**src/rtl/btn_pkg.sv**
```systemverilog
// Shared constants, id width helper and event id type for the front-panel
// button controller.
package btn_pkg;

  localparam int unsigned DEF_TICK_DIV   = 100000;
  localparam int unsigned DEF_DELAY      = 20;
  localparam int unsigned DEF_FIFO_DEPTH = 4;
  localparam int unsigned MAX_ID_W       = 3;

  typedef logic [MAX_ID_W-1:0] evt_id_t;

  function automatic int unsigned id_w(input int unsigned n);
    return (n > 1) ? $clog2(n) : 1;
  endfunction

endpackage

```
**src/rtl/btn_debounce_lane.sv**
```systemverilog
// One debounce lane: free-running 2-flop synchroniser, then a tick-enabled
// agreement counter that flips the level after DELAY disagreeing ticks.
module btn_debounce_lane
  import btn_pkg::*;
#(
  parameter int unsigned DELAY = DEF_DELAY
) (
  input  logic clk,
  input  logic rst_n,
  input  logic tick,
  input  logic raw,
  output logic level,
  output logic press
);

  logic       sync1_q, sync2_q;
  logic       level_q, level_d;
  logic [4:0] cnt_q, cnt_d;
  logic       flip;

  always_ff @(posedge clk or negedge rst_n) begin
    if (!rst_n) begin
      sync1_q <= 1'b0;
      sync2_q <= 1'b0;
      level_q <= 1'b0;
      cnt_q   <= '0;
    end else begin
      sync1_q <= raw;
      sync2_q <= sync1_q;
      level_q <= level_d;
      cnt_q   <= cnt_d;
    end
  end

  always_comb begin
    level_d = level_q;
    cnt_d   = cnt_q;
    flip    = 1'b0;
    if (tick) begin
      if (sync2_q != level_q) begin
        if (cnt_q == 5'(DELAY - 1)) begin
          flip    = 1'b1;
          level_d = sync2_q;
          cnt_d   = '0;
        end else begin
          cnt_d = cnt_q + 5'd1;
        end
      end else begin
        cnt_d = '0;
      end
    end
  end

  // Combinational so the pending bit is set on the same edge the level rises.
  assign press = flip & sync2_q;
  assign level = level_q;

endmodule

```
**src/rtl/button_event_arbiter.sv**
```systemverilog
// Front-panel controller: shared debounce tick, per-button press events,
// round-robin arbitration into a small event FIFO drained by valid/ready.
module button_event_arbiter
  import btn_pkg::*;
#(
  parameter  int unsigned N_BTN      = 5,
  parameter  int unsigned TICK_DIV   = DEF_TICK_DIV,
  parameter  int unsigned DELAY      = DEF_DELAY,
  parameter  int unsigned FIFO_DEPTH = DEF_FIFO_DEPTH,
  localparam int unsigned ID_W       = id_w(N_BTN)
) (
  input  logic             clk,
  input  logic             rst_n,
  input  logic [N_BTN-1:0] btn_raw,
  output logic [N_BTN-1:0] btn_level,
  output logic             evt_valid,
  output logic [ID_W-1:0]  evt_id,
  input  logic             evt_ready,
  output logic             overflow,
  input  logic             ovf_clr
);

  localparam int unsigned TW = $clog2(TICK_DIV);
  localparam int unsigned AW = $clog2(FIFO_DEPTH);
  localparam int unsigned CW = AW + 1;

  logic [TW-1:0]    tick_q, tick_d;
  logic             tick;
  logic [N_BTN-1:0] press;
  logic [N_BTN-1:0] pending_q, pending_d;
  logic [ID_W-1:0]  rr_q, rr_d;
  logic             overflow_q, overflow_d;
  logic             grant_valid;
  logic [ID_W-1:0]  grant_idx;
  logic [N_BTN-1:0] grant_oh;
  logic             can_push, push, pop;
  evt_id_t          mem_q [FIFO_DEPTH];
  logic [AW-1:0]    wr_q, wr_d, rd_q, rd_d;
  logic [CW-1:0]    count_q, count_d;

  assign tick   = (tick_q == TW'(TICK_DIV - 1));
  assign tick_d = tick ? '0 : tick_q + 1'b1;

  for (genvar i = 0; i < N_BTN; i++) begin : g_lane
    btn_debounce_lane #(.DELAY(DELAY)) u_lane (
      .clk  (clk),
      .rst_n(rst_n),
      .tick (tick),
      .raw  (btn_raw[i]),
      .level(btn_level[i]),
      .press(press[i])
    );
  end

  assign evt_valid = (count_q != '0);
  assign evt_id    = evt_valid ? ID_W'(mem_q[rd_q]) : '0;
  assign pop       = evt_valid & evt_ready;
  assign can_push  = (count_q < CW'(FIFO_DEPTH)) || pop;
  assign push      = grant_valid;

  // Cyclic search from rr_q split into two fixed passes: [rr_q..N-1], then [0..rr_q-1].
  always_comb begin
    grant_valid = 1'b0;
    grant_idx   = '0;
    if (can_push) begin
      for (int unsigned i = 0; i < N_BTN; i++) begin
        if (!grant_valid && pending_q[i] && (ID_W'(i) >= rr_q)) begin
          grant_valid = 1'b1;
          grant_idx   = ID_W'(i);
        end
      end
      for (int unsigned i = 0; i < N_BTN; i++) begin
        if (!grant_valid && pending_q[i]) begin
          grant_valid = 1'b1;
          grant_idx   = ID_W'(i);
        end
      end
    end
  end

  always_comb begin
    grant_oh   = grant_valid ? (N_BTN'(1) << grant_idx) : '0;
    pending_d  = (pending_q & ~grant_oh) | press;
    overflow_d = (|(press & pending_q & ~grant_oh)) | (overflow_q & ~ovf_clr);
    rr_d       = rr_q;
    if (grant_valid) begin
      rr_d = (grant_idx == ID_W'(N_BTN - 1)) ? '0 : grant_idx + 1'b1;
    end
    wr_d    = push ? wr_q + 1'b1 : wr_q;
    rd_d    = pop  ? rd_q + 1'b1 : rd_q;
    count_d = count_q;
    if (push && !pop) count_d = count_q + 1'b1;
    if (pop && !push) count_d = count_q - 1'b1;
  end

  always_ff @(posedge clk or negedge rst_n) begin
    if (!rst_n) begin
      tick_q     <= '0;
      pending_q  <= '0;
      rr_q       <= '0;
      overflow_q <= 1'b0;
      wr_q       <= '0;
      rd_q       <= '0;
      count_q    <= '0;
      mem_q      <= '{default: '0};
    end else begin
      tick_q     <= tick_d;
      pending_q  <= pending_d;
      rr_q       <= rr_d;
      overflow_q <= overflow_d;
      wr_q       <= wr_d;
      rd_q       <= rd_d;
      count_q    <= count_d;
      if (push) mem_q[wr_q] <= evt_id_t'(grant_idx);
    end
  end

  assign overflow = overflow_q;

endmodule

```
**config.mk**
```make
export PLATFORM = sky130hd
export DESIGN_NAME = button_event_arbiter
export DESIGN_NICKNAME = d
export VERILOG_FILES = /design/src/rtl/btn_pkg.sv /design/src/rtl/btn_debounce_lane.sv /design/src/rtl/button_event_arbiter.sv
export SDC_FILE = /design/constraint.sdc
export NUM_CORES = 1
export LEC_CHECK = 0
export ABC_CLOCK_PERIOD_IN_PS = 3900
export BUFFER_PORTS_ARGS = -buffer_cell sky130_fd_sc_hd__buf_2
export CORE_MARGIN = 8
export CORE_UTILIZATION = 45
export DETAILED_ROUTE_END_ITERATION = 10
export GPL_ROUTABILITY_DRIVEN = 0
export GPL_TIMING_DRIVEN = 0
export PLACE_DENSITY_LB_ADDON = 0.25
export SKIP_LAST_GASP = 1
export SYNTH_ARGS = -nofsm -noshare
export SYNTH_HDL_FRONTEND = slang
export SYNTH_HIERARCHICAL = 1
export SYNTH_SLANG_ARGS = --single-unit
```
**constraint.sdc**
```tcl
create_clock -name clk -period 3.9 [get_ports clk]
set_input_delay 0.78 -clock clk [delete_from_list [all_inputs] [get_ports clk]]
set_output_delay 0.78 -clock clk [all_outputs]
set_load 0.01 [all_outputs]
```
; After elaboration in Yosys (flattened, before gate mapping)
; Index checks and enable logic that the tools add are counted.
[word_totals]
ff_bits = 85
latch_bits = 0
mem_bits_rw = 0
rom_bits = 0
inputBits = 9
out_inout_bits = 10
word_cells = 184
mem_count = 0
[op_classes]
n_addsub = 11
n_mul = 0
n_div = 0
order_cmp = 9
n_eq_ne = 12
n_shift = 1
muxes = 67
n_bitwise = 16
reduce_logical = 37
[ops]
columns = cell, n
row1 = 5-bit two-way mux, 11
row2 = 3-bit two-way mux, 16
row3 = 1-bit two-way mux, 36
row4 = 5-bit by 1-bit adder with 5-bit output (second input constant), 5
row5 = 5-bit == test (second input constant), 5
row6 = 17-bit by 1-bit adder with 17-bit output (second input constant), 1
row7 = 17-bit == test (second input constant), 1
row8 = 1-bit logical AND, 17
row9 = 17-bit two-way mux, 1
row10 = 5-bit bitwise AND, 3
row11 = 3-bit AND reduction, 5
row12 = 12-bit bitwise mux, 1
row13 = 1-bit logical NOT, 11
row14 = 1-bit bitwise AND, 7
row15 = 3-bit by 1-bit adder with 3-bit output (second input constant), 2
row16 = 3-bit binary-select mux with 2-bit select, 1
row17 = 3-bit demux with 2-bit select, 1
row18 = 1-bit by 3-bit >= comparator with 1-bit output (first input constant), 2
row19 = 2-bit by 3-bit >= comparator with 1-bit output (first input constant), 2
row20 = 3-bit >= comparator (second input constant), 2
row21 = 2-bit inverter with 3-bit output, 2
row22 = 1-bit inequality test, 5
row23 = 5-bit inverter, 1
row24 = 5-bit bitwise OR, 1
row25 = 13 further kinds, 14

; Depth between registers and ports, before layout
; Gate-level depths: netlist (run 1).
[depth]
ltp_word = 50
depth_mapped = 11
ltp_nobuf = 11

; Cells and area by module
; Netlist (run 1), hierarchy kept.
[modules_own_cells]
columns = mod, instances, cells_each, area_each_um2, seq_area_each_um2
row1 = button_event_arbiter, 1, 222, 2294.7, 1126.1
row2 = btn_debounce_lane, 5, 36, 407.9, 200.2

; Worst setup path before layout (run 1)
; Ideal clock, no wire load.
[synth_timing]
path_kind = reg2reg
from = register tick_q[13]
to = register overflow_q, in the netlist overflow
setup_time_ps = 67
arrival_ps = 2871
required_time_ps = 3833
setup_slack_ps = 962
path_stages_with_launch = 11
path_buffers = 1
synth_period_minus_slack_ps = 2938
cell_sequence = dfrtp_1 or4b_1 or4_1 nor3_4 clkbuf_2 nand2_1 nor3b_1 nand2_1 a31o_2 o2111ai_1 a311o_1
[synth_via]
elab_chain_cells = 7
elab_cells_between_ends = 15
classes_between = eq/ne: 1 / mux: 5 / bitwise: 8 / reduce/logical: 1
[synth_rtl]
columns = item, line_no
row1 = from (decl), button_event_arbiter.sv:27  ; logic [TW-1:0] tick_q, tick_d;
row2 = from (signal assigned), button_event_arbiter.sv:107  ; tick_q <= tick_d;
row3 = 17-bit == test, button_event_arbiter.sv:41  ; assign tick = (tick_q == TW'(TICK_DIV - 1));
row4 = named net tick, button_event_arbiter.sv:28  ; logic tick;
row5 = 1-bit two-way mux, btn_debounce_lane.sv:39  ; if (tick) begin
row6 = 1-bit bitwise AND, btn_debounce_lane.sv:55  ; assign press = flip & sync2_q;
row7 = named net press[4], button_event_arbiter.sv:29  ; logic [N_BTN-1:0] press;
row8 = 5-bit bitwise AND (2 in series), button_event_arbiter.sv:84  ; overflow_d = (|(press & pending_q & ~grant_oh)) | (overflow_q & ~ovf_clr);
row9 = 5-bit OR reduction, button_event_arbiter.sv:84
row10 = 1-bit bitwise OR, button_event_arbiter.sv:84
row11 = named net overflow_d, button_event_arbiter.sv:32  ; logic overflow_q, overflow_d;
row12 = to (signal assigned), button_event_arbiter.sv:110  ; overflow_q <= overflow_d;
row13 = to (decl), button_event_arbiter.sv:32
; The timed path passes the listed nets, and every way through them passes these cells.
; A chain may end at the register's enable or synchronous reset.

; Worst setup path after layout (run 1)
; Same ends and word-level chain as after synthesis.

==> metrics.txt, run 1 <==
result of the run completed; worst vdd rail ir drop between 0.00015 and 0.0002 V; setup repair after global routing missed its margin no; CP Capture Type flip-flop; number of instances in the synthesized netlist 402; drc violations 0; clock period minus final worst setup slack 3.530 ns; final core occ 50.10%; class of the tightest hold or removal check reg2reg; cell-by-cell listing of the critical path or4b_1, or4_1, nor3_4, clkbuf_2, nand2_1, nor3b_1, nand2_1, a31o_2, o2111ai_1, a311o_1; number of nets in the synthesized netlist 428; Logic pwr share 9.4%; fmax 0.2833 GHz; CP bufs+invs 1; max capacitance violation total 0; placed cells 554; critical path data required time roughly 4.2 ns; power share of the clock group 33.8%; area occupied by multi-input gates 2062 um2; Setup crit start kind flip-flop; sw frac around 25%; mapped cell area 4334 um2; number of synthesized flops with an enable pin 0; Inserted Clock Buffers 9; share of synthesized area occupied by flip-flops and latches 49.08%; Post-Synthesis Mean Instance Area approximately 11 um2; number of diodes added for antenna fixing 0; relative area change from synthesis to final layout 10.39%; master of the slowest instance on the critical path nor3_4; effective utilization at floorplan 45.39%; Total Routing Usage GR 12.89%; DR vias/cell 5.161; setup fix buffers added after clock tree synthesis 0; grt ovf 0; num rows 36; Power Dens Cells about 350 nW/um2; endpoints failing hold 0; count of final max-slew check failures 0; maximum fanout encountered on the critical timing path 14; Power Internal 1.250 mW; Clk Latency, worst-skew pair ~0.35 ns; prevailing post-synth register cell dfrtp_1; number of antenna-violating nets in the routed design 0; number of cells upsized or downsized after cts 0; Crit Path Category reg2reg; wire length of the first global-routing pass about 14000 um; number of fillers in the final layout approximately 900; initial antenna violation count 0; Sinks on Clock Net 85; net total in the final layout 458; busiest layer in global routing met2; share of power burned in registers 56.8%; clock tree root driver cell clkbuf_8; final setup violating endpoints 0; WL final 7692 um; Setup Total Neg Slack 0 ns; total vias in the final route 2942; relative slew slack between 40% and 50%; wire length per cell after detailed routing 13.49 um; pin count of the biggest net entering global routing 44; distinct cell type count of the synthesized netlist 46; Detail Placement HPWL 5537 um; Detailed Route Iter0 Violations ~150; global-route track usage on met1 16.44%; clock transition time at the flip-flop clock pins of the worst setup and hold paths 0.08 ns; number of top-level design ports 19; hold_buf cts 0; most repeated library cell on the critical path nand2_1; final standard cell count with taps included and fillers excluded 570; top cell family by delay on the critical path simple AND/OR/NAND/NOR gates; 1st-pass router iterations 4; fraction of layout instances using a drive strength above 1 between 10% and 20%; actual transition at the worst max-transition pin 0.7960 ns; width of the chip 114.1 um; pre-CTS setup slack about 0.4 ns; number of global-route vias before repair 2941; global routing met2 resource utilization 20.31%; combined flip-flop and latch cell area between 2000 and 2500 um2; least setup slack across all paths after layout roughly 0.37 ns; clock tree from TritonCTS built; count of buffers from port buffering 18; deepest level of the CTS H-tree 3; die footprint 13030 um2; static leakage 2.116 nW; sum of internal, switching and leakage power 1.656 mW; switching power of the nets 0.4059 mW; Yosys reg bits 85; delay contributed by the slowest stage of the critical path 0.55 ns; Max Root-Sink Buffers 2; final cycle utilization of the critical path between 90% and 100%; Warnings, synthesis 6; met3 Resource Use GR about 3.3%; fraction of synthesis flops using an asynchronous set or reset pin 100.0%; Placeable Area 9549 um2; vertical die dimension 114.1 um; largest clock skew in the final design 0.005303 ns; crit path DAT 3.82 ns
[flip-flops by register name, summed over array words and instances (netlist names)]
name,cells
g_lane.u_lane/cnt_q,25
g_lane.u_lane/level,5
g_lane.u_lane/sync1_q,5
rr_q,3
rd_q,2
overflow,1
count_q,3
wr_q,2
pending_q,5
mem_q,12
g_lane.u_lane/sync2_q,5
tick_q,17
[layout make-up]
class,instances,share of cell area [%]
plain buffers,8,0.7584
clock buffers,15,3.478
clock inverters,1,0.1046
inverters,29,2.275
multi-input cells,280,43.10
flip-flops and latches,85,44.46
well taps,133,3.478
repair buffers,19,2.354
[power by group through the flow]
stage | Sequential, mW | Combinational (mW) | Clock [mW]
after floorplan | 0.952 | 0.113 | 0
after global placement | 0.959 | 0.154 | 0
after detailed placement | 0.958 | 0.161 | 0
after CTS | 0.942 | 0.161 | 0.581
after global routing | 0.947 | 0.183 | 0.618
final | 0.941 | 0.156 | 0.559
[final timing paths]
| kind | startpoint | endpoint | slack, ns | cells past startpoint |
|---|---|---|---|---|
| min | g_lane[3].u_lane/sync1_q | g_lane[3].u_lane/sync2_q | 0.35 | 0 |
| max reg2reg | tick_q[13] | overflow | 0.37 | 10 |
| min reg2reg | g_lane[3].u_lane/sync1_q | g_lane[3].u_lane/sync2_q | 0.35 | 0 |
| max | tick_q[13] | overflow | 0.37 | 10 |
| min in group asynchronous | rst_n | g_lane[1].u_lane/cnt_q[3] | 0.41 | 1 |
| max in group asynchronous | rst_n | mem_q[6] | 2.86 | 2 |
[layer usage]
layer,vias up,wire [um]
met2,43,3529
met5,-,0
li1,1475,-
met1,1415,3767
met4,0,93
met3,9,302
[Yosys cell counts (2+ instances only)]
master,number,area share [%]
clkbuf_2,5,0.58
and4bb_1,5,1.4
dfrtp_1,85,49
mux2_2,9,2.3
or3_1,2,0.29
a31oi_1,2,0.29
xor2_2,5,1.9
clkbuf_1,3,0.26
o2111ai_1,2,0.40
nand4_1,3,0.43
o21ai_0,29,3.3
a21boi_0,7,1.2
o31ai_1,2,0.35
nand3_1,22,2.5
mux2i_1,6,1.4
o22ai_1,6,0.87
a32oi_1,2,0.40
o21bai_1,2,0.35
o41ai_1,2,0.40
a311o_2,5,1.3
ha_1,16,4.6
and2_1,5,0.72
xor2_1,11,2.2
a211oi_1,5,0.87
nand2_1,40,3.5
xnor2_1,13,2.6
nor3b_1,6,1.0
a21o_1,5,0.87
nor2_1,17,1.5
nand2b_1,14,2.0
and3_1,2,0.29
mux4_2,3,1.6
a21oi_1,2,0.23
o2bb2ai_1,5,1.0
inv_1,29,2.5
nand4b_1,5,1.0
nand3b_2,5,1.3
nor2b_1,7,1.0
[cell families (layout without fill, tap and decap cells)]
group	after synthesis	in the layout	synth area share, %
adders and majority gates	17	17	5.081
muxes	18	18	5.283
xor gates and xnor gates	29	29	6.726
AOI/OAI and AO/OA	79	79	12.53
and+or+nand+nor	137	137	17.96
DFF	85	85	49.08
buffers and inverters	37	72	3.349
[per-stage QoR]
step	instance area (um2)	hold slack (ns)
floorplan	4334	0.3312
global route	4785	0.3633
finish	4785	0.3499
CTS	4785	0.3548
detailed placement	4613	0.3365
global placement	4591	0.3339
[cells in the final DEF, fill, tap and decap left out, drive strengths merged, types with 3 or more instances in the layout]
cell | Yosys | routed
mux4 | 3 | 3
a211oi | 5 | 5
nand2 | 40 | 40
ha | 16 | 16
o22ai | 6 | 6
buf | 0 | 19
and4bb | 5 | 5
a21boi | 7 | 7
nand4 | 3 | 3
xnor2 | 13 | 13
dfrtp | 85 | 85
mux2 | 9 | 9
nor2b | 7 | 7
a311o | 6 | 6
mux2i | 6 | 6
and2 | 5 | 5
nand3 | 22 | 22
nand4b | 5 | 5
nor2 | 17 | 17
nand2b | 14 | 14
inv | 29 | 29
o2bb2ai | 5 | 5
o21ai | 29 | 29
xor2 | 16 | 16
a21o | 5 | 5
nor3b | 6 | 6
clkbuf | 8 | 23
nand3b | 5 | 5
No activity file was read; power rests on OpenSTA's default activity.
==> run 2: changes to the inputs <==
SETUP_SLACK_MARGIN = 0.5   (was not set)
==> metrics.txt, run 2 (same netlist as run 1, synthesis figures left out) <==
width of the chip 114.1 um (unchanged); source of the worst hold timing path g_lane[2].u_lane/sync1_q; Setup Total Neg Slack 0 ns (unchanged); number of top-level design ports 19 (unchanged); Power Dens Cells 345.0 nW/um2 (-0.30%); placed cells 554 (unchanged); Detail Placement HPWL 5537 um (unchanged); number of antenna-violating nets in the routed design 0 (unchanged); Logic pwr share 9.4% (about the same); R2R depth 10 (unchanged); vertical die dimension 114.1 um (unchanged); most frequent standard cell in the layout excluding fill and tap cells dfrtp_1; max FFs per register 25 (unchanged); least setup slack across all paths after layout 0.7994 ns (+0.4297 ns); switching power of the nets 0.4089 mW (+0.73%); pre-CTS setup slack 0.4030 ns (unchanged); fraction of layout instances using a drive strength above 1 15.45% (+0.58 points); clock period minus final worst setup slack 3.101 ns (-0.4297 ns); Setup crit start kind flip-flop; clock tree from TritonCTS built; critical path data required time 4.19 ns (about the same); endpoints failing hold 0 (unchanged); RR Startpoint tick_q[13]; total vias in the final route 2950 (+0.27%); setup repair after global routing missed its margin no; share of power burned in registers 56.7% (about the same); clock transition time at the flip-flop clock pins of the worst setup and hold paths 0.08 ns (about the same); actual transition at the worst max-transition pin 0.8155 ns (+0.01943 ns); final setup violating endpoints 0 (unchanged); wire length of the first global-routing pass 13680 um (+0.76%); register-to-register setup slack 0.80 ns (+0.43 ns); result of the run completed; Placeable Area 9549 um2 (unchanged); drc violations 0 (unchanged); clock tree root driver cell clkbuf_8; global-route track usage on met1 16.60% (+0.16 points); most frequent cells in the layout 85 x dfrtp_1, 40 x nand2_1, 29 x o21ai_0, 29 x inv_1, 22 x nand3_1; Max Root-Sink Buffers 2 (unchanged); CP Capture Type flip-flop; deepest level of the CTS H-tree 3 (unchanged); WL final 7706 um (+0.18%); biggest registers after layout g_lane.u_lane/cnt_q: 25 flops, tick_q: 17 flops, mem_q: 12 flops; DR vias/cell 5.148 (-0.25%); maximum fanout encountered on the critical timing path 9 (-5); Sinks on Clock Net 85 (unchanged); number of diodes added for antenna fixing 0 (unchanged); net total in the final layout 461 (+0.66%); Inserted Clock Buffers 9 (unchanged); worst hold path depth 0 (unchanged); grt ovf 0 (unchanged); relative slew slack 45.58% (-1.3 points); fmax 0.3225 GHz (+14%); relative area change from synthesis to final layout 10.91%; Top reg by flops g_lane.u_lane/cnt_q; final cycle utilization of the critical path 79.50% (-11 points); Total Routing Usage GR 13.01% (+0.12 points); crit path DAT 3.39 ns (-0.43 ns); wire length per cell after detailed routing 13.45 um (-0.34%); global routing met2 resource utilization 20.54% (+0.24 points); Crit Path Category reg2reg; final standard cell count with taps included and fillers excluded 573 (+0.53%); class of the tightest hold or removal check reg2reg; end point of the most critical hold path g_lane[2].u_lane/sync2_q; final core occ 50.34% (+0.24 points); num rows 36 (unchanged); power share of the clock group 33.9% (about the same); count of final max-slew check failures 0 (unchanged); worst vdd rail ir drop 0.0001561 V (about the same); busiest layer in global routing met2; die footprint 13030 um2 (unchanged); largest clock skew in the final design 0.004478 ns (-0.0008255 ns); 1st-pass router iterations 4 (unchanged); destination of the worst register-to-register timing path overflow; met3 Resource Use GR 3.270% (unchanged); initial antenna violation count 0 (unchanged); static leakage 2.132 nW (+0.77%); number of global-route vias before repair 2952 (+0.37%); Detailed Route Iter0 Violations 119 (-21%); Power Internal 1.250 mW (about the same); effective utilization at floorplan 45.39% (unchanged); max capacitance violation total 0 (unchanged); sw frac 24.66% (+0.14 points); number of cells upsized or downsized after cts 0 (unchanged); Clk Latency, worst-skew pair 0.35 ns (about the same); pin count of the biggest net entering global routing 44 (unchanged); count of buffers from port buffering 18 (unchanged)
## run 2: metrics by stage
step | area [um2] | hold slack (ns) | total power, mW
2_1_floorplan | 4334 | 0.3312 | 1.066
3_3_place_gp | 4591 | 0.3339 | 1.113
3_5_place_dp | 4613 | 0.3365 | 1.119
4_1_cts | 4807 | 0.3548 | 1.683
5_1_grt | 4807 | 0.3633 | 1.749
6_report | 4807 | 0.3502 | 1.658
## run 2: what timing repair did
item                       CTS  global route
hold buffers                 0             0
setup endpoints to repair    1             0
setup buffers                3             0
## run 2: layout make-up
class                           count  area [um2]
Fill cell                         885        4742
Sequential cell                    85        2127
Multi-Input combinational cell    280        2062
Clock buffer                       15       166.4
Tap cell                          133       166.4
Timing Repair Buffer               22       135.1
Inverter                           29       108.9
Buffer                              8       36.28
Clock inverter                      1       5.005
## run 2: critical path, cell delays in order (launching register included)
cell and delay [ns]:
dfrtp_1 0.42, or4b_1 0.51, or4_1 0.53, nor3_4 0.20
clkbuf_2 0.24, nand2_1 0.10, nor3b_1 0.45, nand2_1 0.10
a31o_2 0.23, o2111ai_1 0.11, a311o_1 0.14
## run 2: metal layers
layer | part of all wire [%] | up-vias | wire, um
met5 | 0 | - | 0
met4 | 1.8 | 0 | 142
met3 | 3.0 | 12 | 231
met2 | 45 | 37 | 3499
met1 | 50 | 1417 | 3834
li1 | - | 1484 | -
## run 2: worst max path at each step
stage	endpoint	cells after the start	slack (ns)	startpoint
5_1_grt	overflow	10	0.60	tick_q[13]
6_report	overflow	10	0.80	tick_q[13]
2_1_floorplan	overflow	10	0.96	tick_q[13]
3_5_place_dp	overflow	10	0.40	tick_q[13]
3_3_place_gp	overflow	10	0.45	tick_q[13]
4_1_cts	overflow	10	0.78	tick_q[13]
## run 2: power groups by stage
stage	sequential [mW]	clock, mW	combinational, mW
final	0.941	0.562	0.156
after global routing	0.947	0.618	0.183
after CTS	0.942	0.581	0.161
after detailed placement	0.958	0	0.161
after global placement	0.959	0	0.154
after floorplan	0.952	0	0.113
==> run 3: changes to the inputs <==
ABC_CLOCK_PERIOD_IN_PS = 3300   (was 3900)
clock period = 3.3 ns   (was 3.9 ns; I/O delays follow)
==> metrics.txt, run 3 (same netlist as run 1, synthesis figures left out) <==
result of the run completed; Inserted Clock Buffers 9 (unchanged); Power Dens Cells 440.7 nW/um2 (+28%); Logic pwr share 8.7% (-0.7 points); class of the tightest hold or removal check in2async; critical path data required time 3.59 ns (-0.60 ns); number of diodes added for antenna fixing 0 (unchanged); grt ovf 0 (unchanged); largest clock skew in the final design 0.006705 ns (+0.002227 ns); pin count of the biggest net entering global routing 54 (+23%); clock tree root driver cell clkbuf_8; deepest level of the CTS H-tree 3 (unchanged); biggest registers after layout g_lane.u_lane/cnt_q: 25 flops, tick_q: 17 flops, mem_q: 12 flops; clock transition time at the flip-flop clock pins of the worst setup and hold paths 0.08 ns (about the same); sum of internal, switching and leakage power 2.230 mW (+34%); CP bufs+invs 2 (+1); Top reg by flops g_lane.u_lane/cnt_q; relative slew slack 49.24% (+3.7 points); net total in the final layout 468 (+1.5%); Max Root-Sink Buffers 2 (unchanged); count of final max-slew check failures 0 (unchanged); clock period minus final worst setup slack 2.698 ns (-0.4027 ns); area occupied by multi-input gates 2145 um2 (+4.0%); wire length per cell after detailed routing 13.40 um (-0.37%); initial antenna violation count 0 (unchanged); WL final 7771 um (+0.84%); sw frac 22.34% (-2.3 points); cell-by-cell listing of the critical path or4b_1, or4_4, nor3_4, buf_4, buf_2, nand2_1, nor3b_2, nand2_1, a31oi_1, a311o_1; top cell family by delay on the critical path simple AND/OR/NAND/NOR gates; 1st-pass router iterations 4 (unchanged); Crit Path Category reg2reg; switching power of the nets 0.4983 mW (+22%); CP Capture Type flip-flop; crit path DAT 2.99 ns (-0.40 ns); pre-CTS setup slack 0.06826 ns (-0.3347 ns); number of fillers in the final layout 862 (-2.6%); Clk Latency, worst-skew pair 0.35 ns (about the same); setup repair after global routing missed its margin no; max capacitance violation total 0 (unchanged); effective utilization at floorplan 45.39% (unchanged); count of buffers from port buffering 18 (unchanged); number of global-route vias before repair 3024 (+2.4%); most frequent standard cell in the layout excluding fill and tap cells dfrtp_1; drc violations 0 (unchanged); endpoints failing hold 0 (unchanged); number of antenna-violating nets in the routed design 0 (unchanged); most frequent cells in the layout 85 x dfrtp_1, 39 x nand2_1, 29 x inv_1; final cycle utilization of the critical path 81.75% (+2.3 points); actual transition at the worst max-transition pin 0.7606 ns (-0.05485 ns); number of top-level design ports 19 (unchanged); DR vias/cell 5.181 (+0.64%); die footprint 13030 um2 (unchanged); most repeated library cell on the critical path nand2_1; least setup slack across all paths after layout 0.6022 ns (-0.1973 ns); worst vdd rail ir drop 0.0002048 V (+31%); clock tree from TritonCTS built; width of the chip 114.1 um (unchanged); Setup crit start kind flip-flop; final setup violating endpoints 0 (unchanged); Total Routing Usage GR 13.02% (about the same); max FFs per register 25 (unchanged); delay contributed by the slowest stage of the critical path 0.51 ns (-0.02 ns); static leakage 2.252 nW (+5.6%); power share of the clock group 41.3% (+7.4 points); num rows 36 (unchanged); Detailed Route Iter0 Violations 168 (+41%); wire length of the first global-routing pass 13860 um (+1.4%); Power Internal 1.732 mW (+39%); Detail Placement HPWL 5483 um (-0.97%); maximum fanout encountered on the critical timing path 9 (unchanged); register-to-register setup slack 0.60 ns (-0.20 ns); combined flip-flop and latch cell area 2127 um2 (unchanged); total vias in the final route 3005 (+1.9%); Setup Total Neg Slack 0 ns (unchanged); Sinks on Clock Net 85 (unchanged); share of power burned in registers 50.0% (-6.7 points); vertical die dimension 114.1 um (unchanged); fraction of layout instances using a drive strength above 1 20.81% (+5.4 points); fmax 0.3707 GHz (+15%); relative area change from synthesis to final layout 16.74%; master of the slowest instance on the critical path or4b_1; Placeable Area 9549 um2 (unchanged)
## run 3: layer usage
metal	vias to the layer above	track usage, %	part of all wire [%]
li1	1492	-	-
met1	1455	16.04	47
met2	44	21.18	48
met3	14	3.270	3.8
met4	0	5.679	1.9
met5	-	0	0
## run 3: cell type report
cell class | instances | share of cell area (%)
Timing Repair Buffer | 29 | 3.932
Inverter | 29 | 2.151
Tap cell | 133 | 3.289
Clock inverter | 3 | 1.780
Sequential cell | 85 | 42.04
Multi-Input combinational cell | 280 | 42.38
Clock buffer | 13 | 3.338
Buffer | 8 | 1.088
## run 3: what timing repair did
| action | in CTS | in global routing |
|---|---|---|
| hold buffers | 0 | 0 |
| setup endpoints to repair | 15 | 8 |
| pin swaps | 2 | 9 |
| buffers inserted | 4 | 6 |
| gates resized for setup | 4 | 26 |
## run 3: through the flow
| step | util, % | instance area (um2) | hold WS (ns) | std cells |
|---|---|---|---|---|
| 3_3_place_gp | 48.22 | 4604 | 0.3342 | 553 |
| 4_1_cts | 51.76 | 4942 | 0.2409 | 574 |
| 2_1_floorplan | - | 4348 | 0.3312 | 402 |
| 5_1_grt | 52.99 | 5060 | 0.2564 | 580 |
| 3_5_place_dp | 48.53 | 4634 | 0.3362 | 554 |
| 6_report | 52.99 | 5060 | 0.2393 | 580 |
## run 3: power by group through the flow
| stage | Sequential, mW | Clock [mW] | Combinational [mW] |
|---|---|---|---|
| 2_1_floorplan | 1.13 | 0 | 0.134 |
| 3_3_place_gp | 1.13 | 0 | 0.181 |
| 3_5_place_dp | 1.13 | 0 | 0.195 |
| 4_1_cts | 1.11 | 0.952 | 0.193 |
| 5_1_grt | 1.12 | 1.00 | 0.229 |
| 6_report | 1.11 | 0.921 | 0.194 |
## run 3: worst paths after layout
path,cells after the start,end,startpoint
min reg2reg,0,g_lane[3].u_lane/sync2_q,g_lane[3].u_lane/sync1_q
max,10,overflow,tick_q[13]
min in group clk,0,g_lane[3].u_lane/sync2_q,g_lane[3].u_lane/sync1_q
min,1,g_lane[3].u_lane/cnt_q[3],rst_n
max in group asynchronous,2,mem_q[4],rst_n
max reg2reg,10,overflow,tick_q[13]
